$ cat config.mk
export PLATFORM = sky130hd
export DESIGN_NAME = delay_share_arb
export DESIGN_NICKNAME = d
export VERILOG_FILES = /design/src/rtl/delay_share_arb_pkg.sv /design/src/rtl/delay_share_arb_line.sv /design/src/rtl/delay_share_arb_rr_arb.sv /design/src/rtl/delay_share_arb.sv
export SDC_FILE = /design/constraint.sdc
export NUM_CORES = 1
export LEC_CHECK = 0
export BUFFER_PORTS_ARGS = -buffer_cell sky130_fd_sc_hd__buf_2
export CORE_MARGIN = 5
export CORE_UTILIZATION = 25
export CTS_BUF_LIST = sky130_fd_sc_hd__clkbuf_8 sky130_fd_sc_hd__clkbuf_16
export DETAILED_ROUTE_END_ITERATION = 8
export GPL_TIMING_DRIVEN = 0
export PLACE_DENSITY_LB_ADDON = 0.2
export SYNTH_ARGS = -nofsm -noshare
export SYNTH_HDL_FRONTEND = slang
export SYNTH_SLANG_ARGS = --single-unit
$ cat constraint.sdc
create_clock -name Ck -period 5.92 [get_ports Ck]
set_input_delay 0.296 -clock Ck [delete_from_list [all_inputs] [get_ports Ck]]
set_output_delay 0.296 -clock Ck [all_outputs]
set_load 0.02 [all_outputs]
$ cat src/rtl/delay_share_arb_pkg.sv
// Shared types and helpers for delay_share_arb: FSM encoding, derived widths
// and the round-robin pick function used by both arbitration builds.
package delay_share_arb_pkg;

    localparam int MAX_NR  = 32;
    localparam int PICK_IW = 5;

    typedef logic [1:0] state_t;
    localparam state_t ST_IDLE  = 2'd0;
    localparam state_t ST_RUN   = 2'd1;
    localparam state_t ST_FLUSH = 2'd2;

    typedef struct packed {
        logic               any;
        logic [PICK_IW-1:0] idx;
        logic [MAX_NR-1:0]  grant;
    } pick_t;

    function automatic int id_width(input int nr);
        return (nr <= 2) ? 1 : $clog2(nr);
    endfunction

    function automatic int occ_width(input int dn);
        return $clog2(dn + 1);
    endfunction

    // First set bit of vld scanning upward from ptr, wrapping at nr.
    function automatic pick_t rr_pick(input logic [MAX_NR-1:0] vld, input int ptr, input int nr);
        pick_t p;
        int    k;
        p = '0;
        for (int i = 0; i < MAX_NR; i++) begin
            if (i < nr && !p.any) begin
                k = ptr + i;
                if (k >= nr) k = k - nr;
                if (vld[k]) begin
                    p.any      = 1'b1;
                    p.idx      = k[PICK_IW-1:0];
                    p.grant[k] = 1'b1;
                end
            end
        end
        return p;
    endfunction

endpackage

$ cat src/rtl/delay_share_arb_line.sv
// Clock-enabled fixed-depth delay line without reset; TP selects between
// discrete per-stage registers ("REG") and an array shifter (SRL/BRAM/AUTO).
module dly_line #(
    parameter int    W  = 8,
    parameter int    D  = 4,
    parameter string TP = "AUTO"
) (
    input  logic         clk,
    input  logic         ce,
    input  logic [W-1:0] din,
    output logic [W-1:0] dout
);
    generate
        if (TP == "REG") begin : g_reg
            for (genvar gi = 0; gi < D; gi++) begin : g_stage
                logic [W-1:0] q_reg;
                if (gi == 0) begin : g_head
                    always_ff @(posedge clk) begin
                        if (ce) q_reg <= din;
                    end
                end else begin : g_tail
                    always_ff @(posedge clk) begin
                        if (ce) q_reg <= g_stage[gi-1].q_reg;
                    end
                end
            end
            assign dout = g_stage[D-1].q_reg;
        end else begin : g_arr
            logic [W-1:0] sr_reg [D];
            always_ff @(posedge clk) begin
                if (ce) begin
                    sr_reg[0] <= din;
                    for (int i = 1; i < D; i++) sr_reg[i] <= sr_reg[i-1];
                end
            end
            assign dout = sr_reg[D-1];
        end
    endgenerate

endmodule

$ cat src/rtl/delay_share_arb_rr_arb.sv
// NR-way round-robin picker; the pointer moves past the winner only when a
// grant is actually issued (en high and some requester valid).
module dly_rr_arb
    import delay_share_arb_pkg::*;
#(
    parameter int NR = 4,
    parameter int IW = 2
) (
    input  logic          clk,
    input  logic          rst_n,
    input  logic          en,
    input  logic [NR-1:0] vld,
    output logic [NR-1:0] grant,
    output logic [IW-1:0] idx
);
    logic [IW-1:0] ptr_reg;
    pick_t         pick;
    logic          unused_pick_bits;

    always_comb begin
        pick = rr_pick(MAX_NR'(vld), int'(ptr_reg), NR);
    end

    assign grant            = en ? pick.grant[NR-1:0] : '0;
    assign idx              = pick.idx[IW-1:0];
    assign unused_pick_bits = ^pick;

    always_ff @(posedge clk or negedge rst_n) begin
        if (!rst_n) begin
            ptr_reg <= '0;
        end else if (en && pick.any) begin
            ptr_reg <= (idx == IW'(NR-1)) ? '0 : idx + 1'b1;
        end
    end

endmodule

$ cat src/rtl/delay_share_arb.sv
// Shares one fixed-latency delay line among NR requesters, tagging each beat
// with its id. Define DLY_ARB_FIXED_PRIO_EN for lowest-index-wins arbitration.
module delay_share_arb
    import delay_share_arb_pkg::*;
#(
    parameter int    SW = 8,
    parameter int    DN = 6,
    parameter int    NR = 4,
    parameter string TP = "AUTO",
    localparam int   IW = id_width(NR),
    localparam int   OW = occ_width(DN)
) (
    input  logic             Ck,
    input  logic             Rst_n,
    input  logic [NR-1:0]    I_Vld,
    output logic [NR-1:0]    I_Rdy,
    input  logic [NR*SW-1:0] I_Data,
    input  logic             I_Flush,
    output logic             O_Vld,
    input  logic             O_Rdy,
    output logic [SW-1:0]    O_Data,
    output logic [IW-1:0]    O_Id,
    output logic [OW-1:0]    Occ,
    output logic             Busy
);
    state_t           state_reg;
    logic [DN-1:0]    vpipe_reg;
    logic [DN-1:0]    vpipe_shift;
    logic [OW-1:0]    occ_reg;
    logic [OW-1:0]    occ_next;
    logic [OW-1:0]    fcnt_reg;
    logic             flushing;
    logic             stall;
    logic             ce;
    logic             arb_en;
    logic             accept;
    logic             out_hs;
    logic [NR-1:0]    grant;
    logic [IW-1:0]    win_idx;
    logic [SW-1:0]    req_data [NR];
    logic [SW+IW-1:0] line_din;
    logic [SW+IW-1:0] line_dout;

    assign flushing = (state_reg == ST_FLUSH);
    assign stall    = vpipe_reg[DN-1] & ~O_Rdy;
    assign ce       = flushing | ~stall;
    // Reset also gates the grant so I_Rdy drops the instant Rst_n falls.
    assign arb_en   = Rst_n & ce & ~flushing & ~I_Flush;
    assign I_Rdy    = grant;
    assign accept   = |(I_Vld & I_Rdy);
    assign O_Vld    = vpipe_reg[DN-1] & ~flushing;
    assign out_hs   = O_Vld & O_Rdy;
    assign occ_next = occ_reg + OW'(accept) - OW'(out_hs);
    assign Occ      = occ_reg;
    assign Busy     = (occ_reg != '0) | flushing;

    generate
        for (genvar gi = 0; gi < NR; gi++) begin : g_req
            assign req_data[gi] = I_Data[gi*SW +: SW];
        end
        if (DN == 1) begin : g_vp1
            assign vpipe_shift = accept;
        end else begin : g_vpn
            assign vpipe_shift = {vpipe_reg[DN-2:0], accept};
        end
    endgenerate

`ifdef DLY_ARB_FIXED_PRIO_EN
    pick_t fixed_pick;
    logic  unused_pick_bits;
    always_comb begin
        fixed_pick = rr_pick(MAX_NR'(I_Vld), 0, NR);
    end
    assign grant            = arb_en ? fixed_pick.grant[NR-1:0] : '0;
    assign win_idx          = fixed_pick.idx[IW-1:0];
    assign unused_pick_bits = ^fixed_pick;
`else
    dly_rr_arb #(
        .NR (NR),
        .IW (IW)
    ) u_arb (
        .clk   (Ck),
        .rst_n (Rst_n),
        .en    (arb_en),
        .vld   (I_Vld),
        .grant (grant),
        .idx   (win_idx)
    );
`endif

    // Zeros are shifted in while flushing so the line ends up scrubbed.
    assign line_din = flushing ? '0 : {win_idx, req_data[win_idx]};

    dly_line #(
        .W  (SW + IW),
        .D  (DN),
        .TP (TP)
    ) u_line (
        .clk  (Ck),
        .ce   (ce),
        .din  (line_din),
        .dout (line_dout)
    );

    assign {O_Id, O_Data} = line_dout;

    always_ff @(posedge Ck or negedge Rst_n) begin
        if (!Rst_n) begin
            state_reg <= ST_IDLE;
            vpipe_reg <= '0;
            occ_reg   <= '0;
            fcnt_reg  <= '0;
        end else if (I_Flush) begin
            state_reg <= ST_FLUSH;
            vpipe_reg <= '0;
            occ_reg   <= '0;
            fcnt_reg  <= OW'(DN-1);
        end else if (flushing) begin
            if (fcnt_reg == '0) state_reg <= ST_IDLE;
            else                fcnt_reg  <= fcnt_reg - 1'b1;
        end else begin
            if (ce) vpipe_reg <= vpipe_shift;
            occ_reg   <= occ_next;
            state_reg <= (occ_next != '0) ? ST_RUN : ST_IDLE;
        end
    end

endmodule

==> impl_metrics.env, run 1 <==
export IMPL_root_buffer="clkbuf_16"
export IMPL_fmax_ghz=0.207
export IMPL_critPathKind="reg -> reg"
export IMPL_slew_headroom=0.573
export IMPL_synth_area_leader_cell="edfxtp_1"
export IMPL_utilization=0.317
export IMPL_cts_tree="done"
export IMPL_grt_pass1_vias=2177
export IMPL_die_y_um=129
export IMPL_detailroute_via_count=2212
export IMPL_grt_total_usage=0.0832
export IMPL_start_util=0.254
export IMPL_dp_slack_ns=1.14
export IMPL_tightest_slew_ns=0.636
export IMPL_cpMaxStageDelayCell="nor4b_1"
export IMPL_clock_latency_ns=0.33
export IMPL_cp_slowest_stage_delay_ns=0.58
export IMPL_cts_max_level=3
export IMPL_hold_class="in -> reg"
export IMPL_crit_required_ns=6.14
export IMPL_wl_per_cell_um=13.4
export IMPL_core_sq_mm=0.0138
export IMPL_largest_reg_flops=60
export IMPL_nets=372
export IMPL_crit_arrival_ns=5.06
export IMPL_timing_setup_tns_ns=0
export IMPL_io_buffers=57
export IMPL_place_hpwl_um=4850
export IMPL_place_congestion=0.821
export IMPL_layout_drive_gt1_share=0.295
export IMPL_clock_skew_ns=0.00694
export IMPL_grt_overflow=0
export IMPL_status="completed"
export IMPL_netlist_top_cells_area="edfxtp_1 51%, dfrtp_1 11%, mux2i_1 6.0%"
export IMPL_critPathMaxFanout=10
export IMPL_slew_viol_final=0
export IMPL_synth_common_cells="60 x edfxtp_1, 21 x mux2i_1, 16 x dfrtp_1, 16 x nor2_1, 14 x nand2_1"
export IMPL_antenna_found_initial=0
export IMPL_cts_sinks=76
export IMPL_period_share=0.817
export IMPL_async_flop_share=0.211
export IMPL_route_detailed_drc=0
export IMPL_ios=59
export IMPL_dp_cells=488
export IMPL_ys_types=60
export IMPL_ctsResizeCount=0
export IMPL_die_w_um=129
export IMPL_fin_cells=505
export IMPL_synthDominantCellAreaShare=0.513
export IMPL_yosys_most_used_dff="edfxtp_1"
export IMPL_peakVddDrop_v=0.000222
export IMPL_path_clk_slew_ns=0.06
export IMPL_synth_most_common_cell="edfxtp_1"
export IMPL_postLayoutCellArea_sq_mm=0.00438
export IMPL_clockBufferDepth=2
export IMPL_synth_edff_count=60
export IMPL_crit_buf_inv=6
export IMPL_finalWorstSetupSlack_ns=1.09
export IMPL_yosys_warnings=0
export IMPL_layout_min_cycle_time_ns=4.83
export IMPL_ant_nets=0
export IMPL_via_per_inst=4.38
export IMPL_firstDrtPassIters=4
export IMPL_power_density_mw_per_mm2=467
export IMPL_placed_cell_area_sq_mm=0.00404
export IMPL_p_leak_nw=1.96
export IMPL_crit_chain="buf_2, clkbuf_4, inv_1, ha_1, buf_6, mux2_4, and3_4, nor4b_1, nand2_1, a311oi_2, nor4_2, ha_1, inv_1, ha_1, inv_1, fa_1, xor2_1, xnor2_1, a311oi_1"
export IMPL_synth_nets=302
export IMPL_antennaDiodeCount=0
export IMPL_avgSynthCellArea_sq_um=14.0
export IMPL_rsz0062_at_grt="no"
export IMPL_drt_wl_total_um=6780
export IMPL_setup_viol=0
export IMPL_areaGrowthSynthToFinish_pct=24.6
export IMPL_ys_seq_elements=76
export IMPL_cts_buffers=9
export IMPL_ys_seq_area_frac=0.627
export IMPL_fp_row_count=43
export IMPL_max_cap_violations=0
export IMPL_path_delay_family="adder cells"
export IMPL_grt_pass1_wl_um=10700
export IMPL_synth_area_sq_mm=0.00351
export IMPL_drtIter0Drc=190
export IMPL_timing_hold_violations_final=0
export IMPL_grt_max_degree=40
export IMPL_cp_start_kind="register"
export IMPL_worstSetupEndpointType="register"
export IMPL_dieArea_sq_mm=0.0165
export IMPL_syn_inst=250
-- metrics by stage --
step / hold slack, ns / total power [mW]
6_report: 0.265 / 2.05
5_1_grt: 0.284 / 2.17
4_1_cts: 0.263 / 2.07
3_5_place_dp: 0.243 / 1.48
3_3_place_gp: 0.248 / 1.47
2_1_floorplan: 0.000409 / 1.31
-- what timing repair did --
| action | in CTS | in global routing |
|---|---|---|
| endpoints found under the hold margin | 16 | 0 |
| hold buffers | 1 | 0 |
| setup buffers | 0 | 0 |
-- worst reg2reg max path: cells and delay by family (launching register included) --
kind                       cells  cell delay (ns)
and+or+nand+nor                4             1.05
adders and majority gates      4             1.09
muxes                          1             0.30
DFF                            1             0.49
buffers and inverters          6             0.90
xor gates and xnor gates       2             0.31
AOI/OAI and AO/OA              2             0.56
-- layout by cell type, fill, tap and decap left out, drive strengths merged, types with 5 or more instances in the layout --
cell type  Yosys  layout
a21oi         13      13
dfrtp         16      16
xnor2          5       5
edfxtp        60      60
mux2i         21      21
o22ai          8       8
ha            11      11
buf            5      63
clkbuf         4      13
nand2         14      14
nor2          17      17
o21ai          5       5
a31oi          5       5
inv           12      14
-- report_power, final --
| group | total [mW] | switching, mW | internal [mW] | leakage [nW] |
|---|---|---|---|---|
| clock | 0.586 | 0.215 | 0.371 | 0.154 |
| combinational | 0.715 | 0.393 | 0.322 | 0.859 |
| sequential | 0.744 | 0.0452 | 0.698 | 0.942 |
-- kinds of logic (layout without fill, tap and decap cells) --
group,after synthesis,in the layout,synth area share
AOI/OAI and AO/OA,47,47,0.0951
xor gates and xnor gates,7,7,0.0175
adders and majority gates,12,12,0.0449
buffers and inverters,21,96,0.0331
DFF,76,76,0.627
muxes,27,27,0.0876
and+or+nand+nor,60,60,0.0948
-- final timing paths --
| path | startpoint | end | slack (ns) | depth (start not counted) |
|---|---|---|---|---|
| setup / recovery | u_arb.ptr_reg[0] | state_reg[0] | 1.09 | 19 |
| hold reg to reg | u_line.g_arr.sr_reg[3][6] | u_line.g_arr.sr_reg[4][6] | 0.41 | 0 |
| hold / removal | I_Flush | fcnt_reg[0] | 0.26 | 2 |
| setup reg to reg | u_arb.ptr_reg[0] | state_reg[0] | 1.09 | 19 |
| max in group asynchronous | Rst_n | Occ[2] | 5.23 | 2 |
| min in group asynchronous | Rst_n | Occ[0] | 0.42 | 2 |
-- cell type report --
| cell class | count | area (sq um) |
|---|---|---|
| flip-flops and latches | 76 | 2200 |
| inverters | 12 | 45.0 |
| multi-input cells | 153 | 1190 |
| clock inverters | 7 | 97.6 |
| plain buffers | 9 | 71.3 |
| clock buffers | 9 | 225 |
| well taps | 180 | 225 |
| fillers | 1382 | 9450 |
| repair buffers | 59 | 315 |
-- metal layers --
| metal | wire length, um | vias up | track usage |
|---|---|---|---|
| met4 | 175 | 0 | 0.0439 |
| met3 | 274 | 9 | 0.0232 |
| met5 | 0 | - | 0 |
| li1 | - | 1080 | - |
| met1 | 2950 | 1078 | 0.103 |
| met2 | 3380 | 45 | 0.133 |
No activity file was read; power rests on OpenSTA's default activity.
==> run 2: changes to the inputs <==
==> constraint.sdc (replaced) <==
create_clock -name Ck -period 3.9 [get_ports Ck]
set_input_delay 0.195 -clock Ck [delete_from_list [all_inputs] [get_ports Ck]]
set_output_delay 0.195 -clock Ck [all_outputs]
set_load 0.02 [all_outputs]
==> run 2 against run 1 <==
  * The flow now finishes with violations (negative setup slack)
  * Sequential power grew 52%
  * Sequential cell count is the same
  * Critical path depth shrank 1
  * Die area is the same
  * Via count grew 4.7%
  * Sequential share of layout area shrank 3.2 points
  * Clock-buffer cell count is the same
  * Largest power group is now combinational logic
==> impl_metrics.env, run 2 (same netlist as run 1, synthesis figures left out) <==
export IMPL_critPathKind="reg -> reg"
export IMPL_fillerInstances=1346
export IMPL_wl_per_cell_um=13.8
export IMPL_fmax_ghz=0.251
export IMPL_place_hpwl_um=4950
export IMPL_power_density_mw_per_mm2=708
export IMPL_power_mw=3.31
export IMPL_antenna_found_initial=0
export IMPL_grt_max_degree=37
export IMPL_placed_cell_area_sq_mm=0.00408
export IMPL_cts_max_level=3
export IMPL_period_share=1.02
export IMPL_detailroute_via_count=2316
export IMPL_worstSetupEndpointType="register"
export IMPL_nets=395
export IMPL_path_clk_slew_ns=0.06
export IMPL_final_cell_mix="60 x edfxtp_1, 57 x buf_2, 24 x buf_4"
export IMPL_route_detailed_drc=0
export IMPL_crit_buf_inv=5
export IMPL_clockBufferDepth=2
export IMPL_path_delay_family="simple AND/OR/NAND/NOR gates"
export IMPL_slew_viol_final=0
export IMPL_cp_start_kind="register"
export IMPL_grt_overflow=0
export IMPL_dieArea_sq_mm=0.0165
export IMPL_setup_viol=2
export IMPL_ios=59
export IMPL_max_cap_violations=0
export IMPL_drtIter0Drc=137
export IMPL_cpMaxStageDelayCell="dfrtp_2"
export IMPL_layout_drive_gt1_share=0.402
export IMPL_largest_reg_flops=60
export IMPL_min_path_cells=2
export IMPL_die_y_um=129
export IMPL_layout_min_cycle_time_ns=3.99
export IMPL_root_buffer="clkbuf_16"
export IMPL_grt_pass1_wl_um=11100
export IMPL_crit_chain="buf_6, buf_6, ha_2, nor2b_2, or3_4, and3_4, a221oi_4, nor3_2, nor4_2, buf_4, ha_4, inv_2, ha_4, inv_4, fa_2, xor2_2, xnor2_1, a311oi_1"
export IMPL_whs_ns=0.156
export IMPL_status="complete, but fails checks"
export IMPL_ff_latch_area_sq_mm=0.00220
export IMPL_cts_buffers=9
export IMPL_multi_input_area_sq_mm=0.00130
export IMPL_routed_top_layer="met4"
export IMPL_io_buffers=57
export IMPL_firstDrtPassIters=4
export IMPL_clock_latency_ns=0.33
export IMPL_cts_tree="done"
export IMPL_critPathMaxFanout=6
export IMPL_utilization=0.338
export IMPL_place_congestion=0.798
export IMPL_p_leak_nw=2.06
export IMPL_grt_total_usage=0.0858
export IMPL_dr_wl_met3_um=350
export IMPL_finalWorstSetupSlack_ns=-0.0867
export IMPL_crit_arrival_ns=4.22
export IMPL_ff2ff_path_depth=18
export IMPL_postLayoutCellArea_sq_mm=0.00468
export IMPL_slew_headroom=0.548
export IMPL_crit_required_ns=4.13
export IMPL_tightest_slew_ns=0.673
export IMPL_layout_commonest_cell="edfxtp_1"
export IMPL_wl_met2_um=3600
export IMPL_grt_pass1_vias=2293
export IMPL_ant_nets=0
export IMPL_dp_slack_ns=-0.498
export IMPL_hold_class="in -> reg"
export IMPL_drt_wl_total_um=7270
export IMPL_peakVddDrop_v=0.000358
export IMPL_violations="negative setup slack"
export IMPL_cp_slowest_stage_delay_ns=0.44
export IMPL_timing_hold_violations_final=0
export IMPL_rsz0062_at_grt="yes"
export IMPL_via_per_inst=4.39
export IMPL_start_util=0.254
export IMPL_cp_depth=18
export IMPL_die_w_um=129
export IMPL_core_sq_mm=0.0138
export IMPL_clock_skew_ns=0.00314
export IMPL_cts_sinks=76
export IMPL_areaGrowthSynthToFinish_pct=33.2
export IMPL_fp_row_count=43
export IMPL_met1_length_um=3140
export IMPL_antennaDiodeCount=0
## run 2: path summary, 6_finish.rpt
kind | start | slack, ns | end
max | u_arb.ptr_reg[0] | -0.09 | state_reg[0]
min | I_Flush | 0.16 | state_reg[1]
max reg2reg | u_arb.ptr_reg[0] | -0.09 | state_reg[0]
min reg2reg | u_line.g_arr.sr_reg[0][8] | 0.42 | u_line.g_arr.sr_reg[1][8]
max in group asynchronous | Rst_n | 3.26 | u_arb.ptr_reg[1]
min in group asynchronous | Rst_n | 0.33 | fcnt_reg[0]
## run 2: timing repair
action,in CTS,in global routing
hold buffers,1,0
setup buffers,14,11
gates resized for setup,4,23
endpoints found under the hold margin,16,0
pin swaps,5,13
setup endpoints to repair,3,4
## run 2: where the power goes
part           leakage, nW  internal, mW  switching (mW)  total (mW)
Combinational        0.971         0.666           0.695        1.36
Sequential           0.940          1.06          0.0639        1.13
Clock                0.148         0.499           0.324       0.823
Total                 2.06          2.23            1.08        3.31
## run 2: area by class of cell
| class | instances | share of cell area |
|---|---|---|
| Clock buffer | 9 | 0.0482 |
| Sequential cell | 76 | 0.471 |
| Inverter | 12 | 0.0128 |
| Tap cell | 180 | 0.0482 |
| Multi-Input combinational cell | 153 | 0.278 |
| Clock inverter | 7 | 0.0158 |
| Timing Repair Buffer | 84 | 0.110 |
| Buffer | 7 | 0.0155 |
## run 2: per-layer routing
layer / vias to the layer above / track usage
met5: - / 0
met4: 0 / 0.0371
met3: 14 / 0.0299
met2: 61 / 0.141
met1: 1112 / 0.102
li1: 1129 / -
## run 2: metrics by stage
| step | TNS (ns) | cells |
|---|---|---|
| floorplan | 0 | 250 |
| global placement | -1.04 | 487 |
| detailed placement | -1.15 | 488 |
| CTS | -0.117 | 518 |
| global route | -0.607 | 528 |
| finish | -0.109 | 528 |
